`src/rtl/mc14500b_prog_loader.sv`:
```
// Serial program loader for an MC14500B system: parses HEADER/A/L/payload/C
// frames, writes the payload into program RAM and releases the CPU on a good checksum.
module mc14500b_prog_loader #(
  parameter logic [7:0] START_DEFAULT = 8'h00,
  parameter logic [7:0] HEADER        = 8'hA5
) (
  input  logic       CLK,
  input  logic       RST,
  input  logic [7:0] RX_DATA,
  input  logic       RX_VALID,
  output logic       RX_READY,
  output logic       MEM_WE,
  output logic [7:0] MEM_ADDR,
  output logic [7:0] MEM_WDATA,
  output logic       CPU_RST,
  output logic [7:0] START_ADDR,
  output logic       LOADED,
  output logic       ERROR
);

  typedef enum logic [2:0] {IDLE, ADDR, LEN, DATA, CSUM, RUN, ERR} state_t;

  state_t     state_q, state_d;
  logic [7:0] ptr_q, ptr_d;
  logic [7:0] cand_q, cand_d;
  logic [7:0] cnt_q, cnt_d;
  logic [7:0] sum_q, sum_d;
  logic [7:0] start_q, start_d;
  logic [7:0] mem_addr_q, mem_addr_d;
  logic [7:0] mem_wdata_q, mem_wdata_d;
  logic       mem_we_q, mem_we_d;
  logic       cpu_rst_q, cpu_rst_d;
  logic       loaded_q, loaded_d;
  logic       error_q, error_d;
  logic [7:0] sum_next;

  assign sum_next = sum_q + RX_DATA;

  always_comb begin
    // NOTE: every next-state signal gets a default first so no path leaves it unassigned (no latches).
    state_d     = state_q;
    ptr_d       = ptr_q;
    cand_d      = cand_q;
    cnt_d       = cnt_q;
    sum_d       = sum_q;
    start_d     = start_q;
    mem_addr_d  = mem_addr_q;
    mem_wdata_d = mem_wdata_q;
    mem_we_d    = 1'b0;
    cpu_rst_d   = cpu_rst_q;
    loaded_d    = loaded_q;
    error_d     = error_q;

    if (RX_VALID) begin
      unique case (state_q)
        IDLE, RUN, ERR: begin
          if (RX_DATA == HEADER) begin
            state_d   = ADDR;
            cpu_rst_d = 1'b1;
            loaded_d  = 1'b0;
            error_d   = 1'b0;
            sum_d     = 8'h00;
          end
        end
        ADDR: begin
          ptr_d   = RX_DATA;
          cand_d  = RX_DATA;
          sum_d   = sum_next;
          state_d = LEN;
        end
        LEN: begin
          // A length byte of zero counts down through 0xFF, giving 256 payload bytes.
          cnt_d   = RX_DATA;
          sum_d   = sum_next;
          state_d = DATA;
        end
        DATA: begin
          mem_we_d    = 1'b1;
          mem_addr_d  = ptr_q;
          mem_wdata_d = RX_DATA;
          ptr_d       = ptr_q + 8'd1;
          cnt_d       = cnt_q - 8'd1;
          sum_d       = sum_next;
          if (cnt_q == 8'd1) state_d = CSUM;
        end
        CSUM: begin
          sum_d = sum_next;
          if (sum_next == 8'h00) begin
            start_d   = cand_q;
            cpu_rst_d = 1'b0;
            loaded_d  = 1'b1;
            state_d   = RUN;
          end else begin
            error_d = 1'b1;
            state_d = ERR;
          end
        end
        default: state_d = IDLE;
      endcase
    end
  end

  always_ff @(posedge CLK) begin
    // NOTE: state registers use non-blocking assignments so all flops update from pre-edge values.
    if (RST) begin
      state_q     <= IDLE;
      ptr_q       <= 8'h00;
      cand_q      <= 8'h00;
      cnt_q       <= 8'h00;
      sum_q       <= 8'h00;
      start_q     <= START_DEFAULT;
      mem_addr_q  <= 8'h00;
      mem_wdata_q <= 8'h00;
      mem_we_q    <= 1'b0;
      cpu_rst_q   <= 1'b1;
      loaded_q    <= 1'b0;
      error_q     <= 1'b0;
    end else begin
      state_q     <= state_d;
      ptr_q       <= ptr_d;
      cand_q      <= cand_d;
      cnt_q       <= cnt_d;
      sum_q       <= sum_d;
      start_q     <= start_d;
      mem_addr_q  <= mem_addr_d;
      mem_wdata_q <= mem_wdata_d;
      mem_we_q    <= mem_we_d;
      cpu_rst_q   <= cpu_rst_d;
      loaded_q    <= loaded_d;
      error_q     <= error_d;
    end
  end

  assign RX_READY   = 1'b1;
  assign MEM_WE     = mem_we_q;
  assign MEM_ADDR   = mem_addr_q;
  assign MEM_WDATA  = mem_wdata_q;
  assign CPU_RST    = cpu_rst_q;
  assign START_ADDR = start_q;
  assign LOADED     = loaded_q;
  assign ERROR      = error_q;

endmodule

```
`config.mk`:
```
export PLATFORM = sky130hd
export DESIGN_NAME = mc14500b_prog_loader
export DESIGN_NICKNAME = d
export VERILOG_FILES = /design/src/rtl/mc14500b_prog_loader.sv
export SDC_FILE = /design/constraint.sdc
export NUM_CORES = 1
export LEC_CHECK = 0
export ABC_AREA = 1
export BUFFER_PORTS_ARGS = -buffer_cell sky130_fd_sc_hd__buf_2
export CAP_MARGIN = 5
export CORE_UTILIZATION = 45
export DETAILED_ROUTE_END_ITERATION = 8
export PLACE_DENSITY = 0.66
export SYNTH_ARGS = -nofsm -noshare
export SYNTH_HDL_FRONTEND = slang
export SYNTH_SLANG_ARGS = --single-unit
```
`constraint.sdc`:
```
create_clock -name CLK -period 3 [get_ports CLK]
set_input_delay 0 -clock CLK [delete_from_list [all_inputs] [get_ports CLK]]
set_output_delay 0 -clock CLK [all_outputs]
set_load 0.05 [all_outputs]
```
==> impl_metrics.json <==
{
  "path_delay_family": "simple AND/OR/NAND/NOR gates",
  "async_reset_ff_share_pct": 0,
  "grt_max_degree": 28,
  "clk_path_buf_depth": 2,
  "layout.nets": 504,
  "cts_tree": "done",
  "cts_sinks": 63,
  "crit_buf_inv": 2,
  "ys_top_cells_by_count": "76 x nand2_1, 63 x dfxtp_1, 59 x nor2_1, 50 x o21ai_0, 45 x inv_1",
  "maxCapViolCount": 0,
  "vias_per_cell": 5.01,
  "reg2reg_from": "sum_q[0]",
  "io_pins": 40,
  "yosysMostFrequentCell": "nand2_1",
  "ir_drop_mv": 0.358,
  "remaining_drc_errors": 0,
  "yosysSeqAreaShare_pct": 38.8,
  "ctsResizeCount": 0,
  "netlist.area_leader.share_pct": 38.8,
  "holdPathEnd": "MEM_WDATA[1]",
  "area_growth_pct": 15.4,
  "rrSetupSlack_ps": 640,
  "hp-start": "RX_DATA[1]",
  "multi_input_area_um2": 1690,
  "fp.dieH_um": 87.0,
  "critPathArrivalTime_ps": 2660,
  "reg2reg_to": "START_ADDR[5]",
  "critPathRequiredTime_ps": 3220,
  "setup_viol": 0,
  "core_um2": 6870,
  "io_buffers": 38,
  "tightest_slew_ps": 757,
  "slowest_stage": "dlygate4sd3_1",
  "placementRows": 30,
  "ys_types": 39,
  "slew_viol_final": 0,
  "synth_cells": 444,
  "seq_area_um2": 1260,
  "start_kind": "input port",
  "ys_seq_elements": 63,
  "avgSynthCellArea_um2": 7.32,
  "root_buffer": "clkbuf_8",
  "track_usage_pct": 22.5,
  "finalWorstSetupSlack_ps": 564,
  "vias": 2922,
  "diodes": 0,
  "dp_cells": 564,
  "synthFlopType": "dfxtp_1",
  "synth_area_leaders": "dfxtp_1 39%, nand2_1 8.8%, o21ai_0 7.7%",
  "wirelength_mm": 7.62,
  "leakagePower_nw": 1.73,
  "synth_edf_count": 0,
  "status": "completed",
  "htreeDepth": 3,
  "drt_iter0_markers": 103,
  "reg2regPathDepth": 9,
  "place_hpwl_mm": 5.36,
  "path_max_fanout": 17,
  "synth.cell_area_um2": 3250,
  "antenna_found_initial": 0,
  "maxSlewHeadroom_pct": 49.3,
  "syn_nets": 466,
  "crit_chain": "dlygate4sd3_1, buf_2, ha_1, fa_1, or2_2, nor2_1, nand3_2, nor2_4, nand4_4, o21ai_0, a21oi_1",
  "insertion_delay_ps": 340,
  "grt_pass1_wl_mm": 13.0,
  "end_kind": "register",
  "finalHoldViolCount": 0,
  "synth_top_area_cell": "dfxtp_1",
  "place_ws_ps": 640,
  "fin_skew_ps": 6.31,
  "place_congestion": 0.871,
  "min_path_type": "input port to register",
  "die_w_um": 87.0,
  "final_cells": 583,
  "numCtsBuffers": 9,
  "fmax_mhz": 411,
  "worstHoldPathCells": 3,
  "initial_core_util_pct": 47.3,
  "power_density_nw_per_um2": 524,
  "ys_warn_count": 0,
  "min_period_ps": 2440,
  "overflow": 0,
  "period_share_pct": 81.2,
  "slowest_delay_ps": 530,
  "clk_pin_slew_ps": 70,
  "route.antenna.remaining_nets": 0,
  "dieArea_um2": 7560,
  "grt_pass1_vias": 2808,
  "rsz0062_at_grt": "false",
  "wl_per_cell_um": 13.1,
  "critPathKind": "input port to register",
  "n_fill_cell": 674,
  "dr.pass1.iters": 4,
  "finalSetupTns_ps": 0,
  "drive_gt1_share_pct": 19.7
}
layout by cell type (no fill, tap or decap), types with 2 or more instances in the layout:
master,n
nand2_1,76
dfxtp_1,63
nor2_1,59
o21ai_0,50
inv_1,45
buf_2,38
a21oi_1,33
nand3_1,22
ha_1,10
inv_2,9
a31oi_1,9
clkbuf_8,9
xor2_1,7
nand2_2,5
nand3_2,4
nand4_1,3
o21ai_2,3
nor2_4,3
a21oi_2,3
o211ai_2,3
bufinv_16,3
dlygate4sd3_1,3
buf_4,3
or2_1,2
nand2_4,2
nor2_2,2
nor3_1,2
clkinv_2,2
state kept, by name, indices dropped and copies added, names as in the netlist:
| signal | count |
|---|---|
| MEM_ADDR | 8 |
| MEM_WDATA | 8 |
| START_ADDR | 8 |
| cand_q | 8 |
| cnt_q | 8 |
| ptr_q | 8 |
| sum_q | 8 |
| state_q | 3 |
| CPU_RST | 1 |
| ERROR | 1 |
| LOADED | 1 |
| MEM_WE | 1 |
stage by stage:
step	power [mW]	cell area, um^2	util, %	hold WS [ps]
detailed placement	1.08	3480	50.7	359
CTS	1.98	3730	54.3	2.06
global placement	1.08	3480	50.7	341
global route	2.04	3750	54.6	19.0
finish	1.97	3750	54.6	25.6
floorplan	1.04	3250	-	135
worst max-delay path by stage:
stage	from	to	cells past startpoint
after floorplan	sum_q[0]	START_ADDR[6]	10
after global placement	sum_q[0]	START_ADDR[5]	9
after CTS	sum_q[0]	START_ADDR[5]	9
after global routing	RX_DATA[0]	START_ADDR[3]	11
final	RX_DATA[0]	START_ADDR[5]	11
after detailed placement	sum_q[0]	START_ADDR[5]	9
metal layers:
layer	GRT usage [%]	share of wire, %
met5	0	0
met4	8.48	2.7
met3	5.88	3.8
met2	38.2	49
met1	27.3	45
worst reg2reg max path: stages, from the launching register on:
cell and delay (ps):
dfxtp_1 310, ha_1 220, fa_1 450, or2_2 310, nor2_1 140, nand3_2 110, nor2_4 140, nand4_4 250
o21ai_0 240, a21oi_1 70
cell type report:
| type | instances | share of cell area, % |
|---|---|---|
| Sequential cell | 63 | 33.6 |
| Clock inverter | 6 | 2.90 |
| Tap cell | 96 | 3.20 |
| Inverter | 54 | 5.41 |
| Clock buffer | 10 | 3.40 |
| Timing Repair Buffer | 44 | 6.47 |
| Multi-Input combinational cell | 310 | 45.0 |
logic make-up after synthesis:
group / after synthesis / share of synthesized area (%)
AO/OA/AOI/OAI: 106 / 19.1
XOR/XNOR: 8 / 2.16
adder cells (fa/ha/maj): 11 / 4.47
buffers and inverters: 71 / 9.24
flip-flops: 63 / 38.8
other: 1 / 0.115
AND/OR/NAND/NOR: 184 / 26.1
report_power, final:
group | switching [mW] | internal (mW)
logic | 0.135 | 0.0601
registers | 0.0186 | 0.856
clock network | 0.345 | 0.551
repair_timing:
action	4_1_cts	5_1_grt
hold buffers	1	2
setup buffers	0	0
endpoints found under the hold margin	1	2
No activity file was read; power rests on OpenSTA's default activity.
